File: config.mk
export PLATFORM = sky130hd
export DESIGN_NAME = keypad_scanner
export DESIGN_NICKNAME = d
export VERILOG_FILES = /design/src/rtl/keypad_scanner.sv
export SDC_FILE = /design/constraint.sdc
export NUM_CORES = 1
export LEC_CHECK = 0
export ABC_AREA = 1
export BUFFER_PORTS_ARGS = -buffer_cell sky130_fd_sc_hd__buf_2
export CAP_MARGIN = 10
export CORE_ASPECT_RATIO = 0.8
export CORE_MARGIN = 5
export CORE_UTILIZATION = 39
export CTS_CLUSTER_DIAMETER = 200
export DETAILED_ROUTE_END_ITERATION = 8
export PLACE_DENSITY = 0.65
export SETUP_SLACK_MARGIN = 0.02
export SYNTH_ARGS = -nofsm -noshare
export SYNTH_HDL_FRONTEND = slang
export SYNTH_SLANG_ARGS = --single-unit
File: constraint.sdc
create_clock -name clk -period 10.8 [get_ports clk]
set_clock_uncertainty 0.05 [all_clocks]
set_input_delay 1.08 -clock clk [delete_from_list [all_inputs] [get_ports clk]]
set_output_delay 1.08 -clock clk [all_outputs]
set_load 0.01 [all_outputs]
File: src/rtl/keypad_scanner.sv
// 3x4 matrix keypad scanner: strobes one column at a time, collects a full
// frame of row samples, rejects multi-key frames and debounces the result.
module keypad_scanner #(
    parameter int COL_HOLD = 2,
    parameter int DEBOUNCE = 4
) (
    input  logic       clk,
    input  logic       rst,
    output logic [2:0] key_col,
    input  logic [3:0] key_row,
    output logic [9:0] keypad,
    output logic       key_star,
    output logic       key_hash,
    output logic [3:0] key_code,
    output logic       key_press
);

    localparam int HW = $clog2(COL_HOLD);
    localparam int DW = $clog2(DEBOUNCE + 1);
    localparam logic [HW-1:0] HOLD_LAST = HW'(COL_HOLD - 1);
    localparam logic [DW-1:0] DB_MAX    = DW'(DEBOUNCE);
    localparam logic [3:0]    CODE_NONE = 4'd15;

    typedef enum logic [1:0] {COL0, COL1, COL2} state_t;

    state_t        state_q;
    logic [HW-1:0] hold_q;
    logic [2:0]    col_q;
    logic [3:0]    rows0_q;
    logic [3:0]    rows1_q;
    logic [3:0]    cand_q;
    logic [3:0]    cand_d;
    logic [DW-1:0] count_q;
    logic [DW-1:0] count_d;
    logic          accept_q;
    logic          accept_d;
    logic [3:0]    code_q;
    logic          press_q;

    logic          sample_last;
    logic          frame_end;
    logic [3:0]    frame_result;
    logic [3:0]    hits;
    logic [3:0]    found;
    logic [3:0]    col_rows;

    function automatic logic [3:0] code_at(input int r, input int c);
        if (r == 3) begin
            return (c == 0) ? 4'd10 : (c == 1) ? 4'd0 : 4'd11;
        end
        return 4'(r * 3 + c + 1);
    endfunction

    assign sample_last = (hold_q == HOLD_LAST);
    assign frame_end   = (state_q == COL2) && sample_last;

    // The third column is taken live from key_row on the COL2 sample cycle.
    always_comb begin
        hits     = '0;
        found    = CODE_NONE;
        col_rows = '0;
        for (int c = 0; c < 3; c++) begin
            col_rows = (c == 0) ? rows0_q : (c == 1) ? rows1_q : ~key_row;
            for (int r = 0; r < 4; r++) begin
                if (col_rows[r]) begin
                    hits  = hits + 4'd1;
                    found = code_at(r, c);
                end
            end
        end
        frame_result = (hits == 4'd1) ? found : CODE_NONE;
    end

    // Accept fires only on the frame where the count first reaches DEBOUNCE.
    always_comb begin
        cand_d   = cand_q;
        count_d  = count_q;
        accept_d = 1'b0;
        if (frame_end) begin
            if (frame_result == cand_q) begin
                if (count_q != DB_MAX) begin
                    count_d = count_q + 1'b1;
                end
            end else begin
                cand_d  = frame_result;
                count_d = DW'(1);
            end
            accept_d = (count_d == DB_MAX) &&
                       ((count_q != DB_MAX) || (frame_result != cand_q));
        end
    end

    always_ff @(posedge clk) begin
        if (!rst) begin
            state_q  <= COL0;
            hold_q   <= '0;
            col_q    <= 3'b110;
            rows0_q  <= '0;
            rows1_q  <= '0;
            cand_q   <= CODE_NONE;
            count_q  <= '0;
            accept_q <= 1'b0;
            code_q   <= CODE_NONE;
            press_q  <= 1'b0;
        end else begin
            if (sample_last) begin
                hold_q <= '0;
                case (state_q)
                    COL0: begin
                        state_q <= COL1;
                        col_q   <= 3'b101;
                        rows0_q <= ~key_row;
                    end
                    COL1: begin
                        state_q <= COL2;
                        col_q   <= 3'b011;
                        rows1_q <= ~key_row;
                    end
                    default: begin
                        state_q <= COL0;
                        col_q   <= 3'b110;
                    end
                endcase
            end else begin
                hold_q <= hold_q + 1'b1;
            end
            cand_q   <= cand_d;
            count_q  <= count_d;
            accept_q <= accept_d;
            press_q  <= 1'b0;
            if (accept_q) begin
                code_q  <= cand_q;
                press_q <= (cand_q != CODE_NONE) && (cand_q != code_q);
            end
        end
    end

    assign key_col   = col_q;
    assign key_code  = code_q;
    assign key_press = press_q;
    assign key_star  = (code_q == 4'd10);
    assign key_hash  = (code_q == 4'd11);
    assign keypad    = (code_q <= 4'd9) ? (10'b1 << code_q) : '0;

endmodule
# [Word-level counts from Yosys, hierarchy flattened]
# Cells that the tools add are included.
[classes] addsub=13 magnitude_cmp=1 n_eq_ne=11 n_shift=1 n_mux=35 bitwise_logic=3 reduce_logical=11
[ops] op="$mux 4" n=24
[ops] op="$add 4x1->4 const B" n=10
[ops] op="$mux 3" n=4
[ops] op="$mux 10" n=1
[ops] op="$reduce_and 2->1" n=5
[ops] op="$shl 1x4->10 const A" n=1
[ops] op="$eq 4x4->1 const B" n=2
[ops] op="$ne 4x4->1" n=2
[ops] op="$pmux 3 s2" n=1
[ops] op="$eq 4x1->1 const B" n=1
[ops] op="$eq 4x4->1" n=1
[ops] op="$le 4x4->1 const B" n=1
[ops] op="$ne 4x4->1 const B" n=1
[ops] op="$not 4->4" n=1
[ops] op="$pmux 2 s2" n=1
[ops] op="$add 3x1->3 const B" n=1
[ops] op="$eq 3x3->1 const B" n=1
[ops] op="$logic_and 1x1->1" n=3
[ops] op="$mux 1" n=3
[ops] op="$ne 3x3->1 const B" n=1
[ops] op="$add 1x1->2 const B" n=1
[ops] op="$eq 2x1->1 const B" n=1
[ops] op="$eq 2x2->1 const B" n=1
[ops] op="$logic_not 2->1" n=1
[ops] op="other kinds (5)" n=6
[word_totals] regBits=27 in_bits=6 output_inout_bits=20 word_cells=85

# [Depth between registers and ports, before layout]
# Gate-level depths: netlist of the first run.
[depth] depth_word=30 depth_mapped=45 ltp_nobuf=45

# [Worst setup path before layout of the first run]
# OpenSTA, ideal clock, no wires.
[synth_path] kind="flip-flop to flip-flop" start="reg rows0_q[0]" end="reg accept_q" arrival_ns=6.315 required_time_ns=10.639 slack_ns=4.323 path_stages_with_launch=44 path_buffers=0 path_cell_list="dfxtp_1 inv_1 ha_1 inv_1 nand2_1 nand2_1 ha_1 nand2_1 nand2_1 ha_1 or2_1 nand2_1 inv_1 ha_1 nand2_1 nand2_1 ha_1 or2_2 (+8 left out) ha_1 nand2_1 nand2_1 ha_1 or2_2 o21ai_0 inv_1 ha_1 inv_1 nand3_2 nand2_2 nand4_1 nand2_1 nand3_1 nor2_2 nand2_1 nand2_1 nor2_1"
[synth_between] elab_chain_len=30 elab_cells_between_ends=44 cone_classes="add/sub (11); eq/ne (4); mux (27); reduce/logical (2)"
[synth_lines] element="from (decl)" line_no="29" text="logic [3:0] rows0_q;"
[synth_lines] element="from (signal assigned)" line_no="112" text="rows0_q <= ~key_row;"
[synth_lines] element="$mux 1" line_no="65" text="if (col_rows[r]) begin"
[synth_lines] element="$add 1x1->2" line_no="66" text="hits = hits + 4'd1;"
[synth_lines] element="$mux 2" line_no="65"
[synth_lines] element="$add 4x1->4" line_no="66"
[synth_lines] element="$mux 4" line_no="65"
[synth_lines] element="$add 4x1->4" line_no="66"
[synth_lines] element="$mux 4" line_no="65"
[synth_lines] element="$add 4x1->4" line_no="66"
[synth_lines] element="(+14 left out)"
[synth_lines] element="$mux 4" line_no="65"
[synth_lines] element="$eq 4x1->1" line_no="71" text="frame_result = (hits == 4'd1) ? found : CODE_NONE;"
[synth_lines] element="$mux 4 (*)" line_no="71"
[synth_lines] element="$eq 4x4->1" line_no="80" text="if (frame_result == cand_q) begin"
[synth_lines] element="$mux 3" line_no="80"
[synth_lines] element="$mux 3" line_no="79" text="if (frame_end) begin"
[synth_lines] element="$eq 3x3->1" line_no="88" text="accept_d = (count_d == DB_MAX) &&"
[synth_lines] element="$logic_and 1x1->1 (*)" line_no="88"
[synth_lines] element="to (signal assigned)" line_no="129" text="accept_q <= accept_d;"
[synth_lines] element="to (decl)" line_no="35" text="logic accept_q;"
# Mark *: on every way between the ends. The rest lies on a longest branch, timed or not. The select of a mux whose other input is x is not followed.
# A chain may end at the register's enable or synchronous reset.

# [Worst setup path in the final report of the first run]
# Same ends and word-level chain as after synthesis.

==> flow_summary.yaml, run 1 <==
clock_tree:
  cts_inserted_buffers: 3
  htreeDepth: 1
  clock-sinks: 27
  path_clk_slew_ns: 0.09
  cts_tree: "done"
  clockRootBuffer: "clkbuf_8"
  post-cts-setup-buffers: 0
  worstSkewPairLatency_ns: 0.27
  clk_path_buf_depth: 2
  cts-hold-fix-buffers: 0
  cts_resized: 0
setup_path:
  cp_max_fo: 8
  slowest_stage: "dfxtp_1"
  path_class: "flop to flop"
  start_kind: "flop"
  critPathRequiredTime_ns: 10.93
  end_kind: "flop"
  crit_arrival_ns: 7.10
  r2r_setup_slack_ns: 3.83
  path_common_cell: "nand2_1"
  slowest_delay_ns: 0.38
final_layout:
  layout-area-overhead-vs-synth_pct: 10.5
  antennaDiodeCount: 0
  fin_util_pct: 45.0
  fill_cells: 633
  multi_input_area_mm2: 0.00165
  ff_latch_area_um2: 541
  layout.nets: 431
  drive_gt1_share_pct: 19.8
die:
  core_area_mm2: 0.00597
  num_rows: 25
  die_w_um: 98.3
  ioPinCount: 26
  die_area_mm2: 0.00793
  die_y_um: 80.7
  start_util_pct: 40.8
yosys:
  yosysWarningCount: 0
  synth_nets: 405
  synth_area_leaders: "dfxtp_1, nand2_1, inv_1, ha_1, nand3_1"
  async_reset_ff_share_pct: 0
  synth_top_area_share_pct: 22.2
  synthFlopType: "dfxtp_1"
  synth_top_cell_by_area: "dfxtp_1"
  synth_cell_types: 31
  syn_avg_cell_area_um2: 6.32
  synth-seq-area-share_pct: 22.2
  ys_ff_latch: 27
  syn_area_mm2: 0.00243
  synth_edf_count: 0
  netlist_instances: 385
place:
  portBuffers: 25
  place_congestion: 0.909
  hpwl_mm: 4.36
power:
  power.leakage_nw: 1.48
  power.density_mw_per_mm2: 112
  vdd_drop_max_mv: 0.0790
job:
  maxCapViolCount: 0
global_route:
  antenna_found_initial: 0
  track_usage_pct: 13.7
  grt_max_degree: 19
  grt_overflow: 0
  first_global_vias: 2117
  grt_pass1_wl_mm: 9.23
timing:
  rsz0062_at_grt: "false"
  max_clock_freq_ghz: 0.143
  relSlewSlack_pct: 52.6
  final-setup-viol-count: 0
  worstMarginPinSlew_ns: 0.705
  final-hold-violation-count: 0
  hold_slack_ns: 0.421
  period_needed_ns: 6.97
  drv_slew: 0
  setup_tns_ns: 0
  fin_crit_sh_pct: 64.6
detailed_routing:
  drc: 0
  drt-total-wl_mm: 5.20
  avgViaCountPerCell: 4.82
  final_antenna_net_count: 0
  drtIter0Drc: 125
  routedWlPerCell_um: 10.6
  first_pass_iters: 4
  vias: 2368
worst_hold_path:
  min_path_type: "flop to flop"
run_status:
  status: "completed"
-- sequential cells by signal, indices dropped and copies added, names as in the netlist --
register,flops
count_q,3
key_press,1
accept_q,1
rows0_q,4
cand_q,4
rows1_q,4
key_code,4
hold_q,1
key_col,3
state_q,2
-- synthesized netlist by cell type, types with 2 or more instances --
library cell,count
a21oi_1,23
clkbuf_1,3
dfxtp_1,27
ha_1,14
inv_1,57
inv_2,3
mux2i_1,4
nand2_1,96
nand2_2,18
nand2_4,8
nand3_1,30
nand3_2,14
nand4_1,10
nor2_1,30
nor2_2,3
nor3_1,4
nor4_1,2
o21ai_0,19
or2_2,4
xor2_1,5
-- routing by layer --
layer / routed length [um] / vias up / global-route usage, %
met5: 0 / - / 0
met4: 18 / 0 / 1.64
met3: 132 / 2 / 2.34
met2: 2130 / 27 / 21.2
met1: 2920 / 1046 / 20.3
li1: - / 1293 / -
-- cells by family after synthesis --
kind of cell	Yosys count	synth area share, %
AOI/OAI and AO/OA	46	9.87
xor gates and xnor gates	6	2.16
adders and majority gates	14	7.19
buffers and inverters	65	10.1
DFF	27	22.2
muxes	4	1.64
and+or+nand+nor	223	46.9
-- placed cells by master (no fill, tap or decap) --
cell type   n
buf_2      25
a21oi_1    23
ha_1       14
clkbuf_8    3
a21oi_2     1
inv_1      57
clkinv_1    1
or2_1       1
mux2i_1     4
or2_2       4
nand3_2    14
nand2_1    96
o21ai_0    19
and3_1      1
and2_1      1
xnor2_1     1
nor2_1     30
dfxtp_1    27
clkinv_2    1
nand3_4     1
nand4_1    10
nor4_1      2
nand2_2    18
o22ai_1     1
o22a_1      1
xor2_1      5
nand2_4     8
a31oi_1     1
inv_2       3
nor2_2      3
nand3_1    30
nor3_1      4
-- power breakdown --
group          internal (mW)  switching [mW]  leakage (nW)
Sequential             0.103         0.00476         0.220
Combinational         0.0485          0.0870          1.23
Clock                 0.0259          0.0322        0.0255
Total                  0.178           0.124          1.48
-- critical path, delay by kind of cell, from the launching register on --
family / cells / cell delay (ns)
AND/OR/NAND/NOR: 26 / 3.18
flip-flops: 1 / 0.38
adder cells (fa/ha/maj): 10 / 2.75
buffers and inverters: 6 / 0.38
AO/OA/AOI/OAI: 1 / 0.13
-- path summary, 6_finish.rpt --
kind,startpoint,to,cells after the start
worst max-delay path,rows0_q[0],accept_q,43
worst min-delay path,key_col[0],key_col[0],2
worst max register to register,rows0_q[0],accept_q,43
worst min register to register,key_col[0],key_col[0],2
-- metrics by stage --
step / std cells / area, um^2 / total power [mW] / worst slack [ns]
after floorplan: 385 / 2430 / 0.221 / 4.32
after global placement: 487 / 2650 / 0.242 / 4.02
after detailed placement: 487 / 2650 / 0.246 / 3.83
after CTS: 491 / 2690 / 0.305 / 3.79
after global routing: 491 / 2690 / 0.332 / 3.16
final: 491 / 2690 / 0.302 / 3.83
-- cell type report --
class                           instances  area share (%)
Inverter                               61            8.51
Timing Repair Buffer                   25            4.65
Sequential cell                        27            20.1
Clock inverter                          1           0.186
Tap cell                               81            3.77
Clock buffer                            3            1.53
Multi-Input combinational cell        293            61.3
No activity file was read; power rests on OpenSTA's default activity.
==> inputs of run 2 (changes only) <==
ABC_AREA = 0   (was 1)
PLACE_DENSITY = 0.67   (was 0.65)
clock period = 6.03 ns   (was 10.8 ns; I/O delays follow)
==> run 2 against run 1 <==
Against the previous run:
- the flow now finishes with violations (setup timing)
- combinational power grew to 5.8 times the previous value
- flip-flop and latch count unchanged
- synthesized cell count shrank 17%
- hold slack better by 0.028 ns
- clock power up 82%
- cell count shrank 1.4%
- synthesized area is 4.7% higher
- critical path depth decreased by 7
- first-iteration DRC count is 29% higher
- final area rose by 37%
- die area grew 4.2%
==> flow_summary.yaml, run 2 <==
run_status:
  failed_checks: "setup timing"
  status: "complete, but fails checks"
place:
  placed_area_mm2: 0.00308
  portBuffers: 25
  placed_cells: 446
  dpl_worst_slack_ns: -0.837
  place_congestion: 0.815
  hpwl_mm: 4.59
detailed_routing:
  drc: 0
  drt-total-wl_mm: 7.12
  final_antenna_net_count: 0
  routedWlPerCell_um: 14.7
  drtIter0Drc: 161
  vias: 2616
  first_pass_iters: 4
  avgViaCountPerCell: 5.40
clock_tree:
  worstSkewPairLatency_ns: 0.28
  path_clk_slew_ns: 0.10
  cts_inserted_buffers: 3
  cts-hold-fix-buffers: 0
  clock-sinks: 27
  cts_tree: "done"
  clk_path_buf_depth: 2
  clockRootBuffer: "clkbuf_8"
  htreeDepth: 1
final_layout:
  stdcell_count: 484
  fin_util_pct: 57.6
  layout.nets: 421
  final_area_mm2: 0.00367
  final_common_cell: "buf_4"
  drive_gt1_share_pct: 41.5
  antennaDiodeCount: 0
  fill_cells: 567
  final_cell_mix: "buf_4, nand2_1, dfxtp_1, buf_2, nor2_1"
  layout-area-overhead-vs-synth_pct: 44.1
power:
  power.leakage_nw: 1.60
  power.density_mw_per_mm2: 297
  p_int_mw: 0.667
  pwr-share-clk_pct: 9.7
  swShare_pct: 38.9
  combPwrFrac_pct: 72.3
  vdd_drop_max_mv: 0.133
  p_sw_mw: 0.424
  p_total_mw: 1.09
  seqPwrFrac_pct: 17.9
setup_path:
  start_kind: "flop"
  critPathRequiredTime_ns: 6.21
  slowest_delay_ns: 0.38
  crit_arrival_ns: 6.73
  path_common_cell: "ha_4"
  slowest_stage: "dfxtp_4"
  path_class: "flop to flop"
  cp_max_fo: 4
  end_kind: "flop"
timing:
  rsz0062_at_grt: "true"
  drv_slew: 0
  timing.final.ws_setup_ns: -0.517
  max_clock_freq_ghz: 0.153
  final-hold-violation-count: 0
  worstMarginPinSlew_ns: 1.02
  fin_crit_sh_pct: 109
  final-setup-viol-count: 8
  period_needed_ns: 6.55
  relSlewSlack_pct: 30.8
yosys:
  synth-seq-area-share_pct: 21.2
  synth_top_area_share_pct: 21.2
  synth_most_common_cell: "nand2_1"
  synth_area_leaders: "dfxtp_1, ha_1, nand2_1, xnor2_1, o211a_1"
  synth_top_cell_by_area: "dfxtp_1"
  synthFlopType: "dfxtp_1"
  synthTopCellsByCount: "nand2_1, dfxtp_1, nor2_1"
  ys_ff_latch: 27
  syn_avg_cell_area_um2: 7.97
  synth_nets: 340
  synth_edf_count: 0
  async_reset_ff_share_pct: 0
  netlist_instances: 320
  synth_cell_types: 70
  yosysWarningCount: 0
  syn_area_mm2: 0.00255
die:
  core_area_mm2: 0.00638
  die_w_um: 100
  ioPinCount: 26
  die_area_mm2: 0.00827
  num_rows: 26
  die_y_um: 82.3
  start_util_pct: 40.0
job:
  maxCapViolCount: 0
worst_hold_path:
  min_path_type: "flop to flop"
global_route:
  grt_overflow: 0
  grt_max_degree: 28
  first_global_vias: 2495
  antenna_found_initial: 0
  grt_pass1_wl_mm: 11.2
  track_usage_pct: 16.5
[run 2: cell types whose count changed after synthesis, moves of 12 or more]
cell      previous run  this run
nand2_2             18         1
clkbuf_1             3        15
nand3_2             14         1
nand3_1             30         5
xnor2_1              1        14
inv_1               57        16
nand2_1             96        43
[run 2: power groups by stage]
stage | Combinational (mW) | Clock, mW | Sequential (mW)
finish | 0.789 | 0.106 | 0.196
global route | 0.855 | 0.114 | 0.197
CTS | 0.674 | 0.109 | 0.195
detailed placement | 0.567 | 0 | 0.198
global placement | 0.554 | 0 | 0.198
floorplan | 0.401 | 0 | 0.194
[run 2: final cells by class]
type                    count  area, um^2  share of cell area [%]
repair buffers             98         699                    19.0
well taps                  84         105                    2.86
multi-input cells         254        2200                    60.0
flip-flops and latches     27         548                    14.9
clock inverters             1        5.00                   0.136
inverters                  17        71.3                    1.94
clock buffers               3        41.3                    1.12
[run 2: timing repair]
| item | CTS | global route |
|---|---|---|
| endpoints found under the setup margin | 8 | 8 |
| pin swaps | 25 | 30 |
| setup buffers | 31 | 6 |
| resized for setup | 26 | 32 |
| endpoints found under the hold margin | 0 | 0 |
[run 2: worst max-delay path, delay by kind of cell (launching register included)]
family	cells	cell delay, ns
AOI/OAI and AO/OA	9	1.62
and+or+nand+nor	11	1.20
DFF	1	0.38
buffers and inverters	4	0.29
muxes	2	0.55
adders and majority gates	10	2.43
[run 2: final timing paths]
kind | start | endpoint | slack [ns] | cells past startpoint
max | rows0_q[1] | count_q[1] | -0.52 | 36
min reg2reg | key_col[1] | key_col[1] | 0.45 | 2
max reg2reg | rows0_q[1] | count_q[1] | -0.52 | 36
min | key_col[1] | key_col[1] | 0.45 | 2
[run 2: kinds of logic after synthesis]
logic type      after synthesis  share of synthesized area [%]
mux                           8                           3.29
simple gates                129                           27.0
flops                        27                           21.2
fa+ha+maj                    14                           6.87
xor+xnor                     32                           15.2
compound gates               71                           20.1
buf+inv                      39                           6.38
[run 2: through the flow]
step	setup TNS [ns]	hold slack (ns)
finish	-2.48	0.449
global route	-4.37	0.471
CTS	-2.39	0.450
detailed placement	-4.76	0.437
global placement	-3.82	0.428
floorplan	-3.85	0.447
[run 2: metal layers]
layer / up-vias / global-route usage, % / wire [um]
met3: 8 / 1.85 / 272
li1: 1296 / - / -
met2: 60 / 28.2 / 3450
met1: 1252 / 21.9 / 3300
met4: 0 / 5.38 / 101
met5: - / 0 / 0
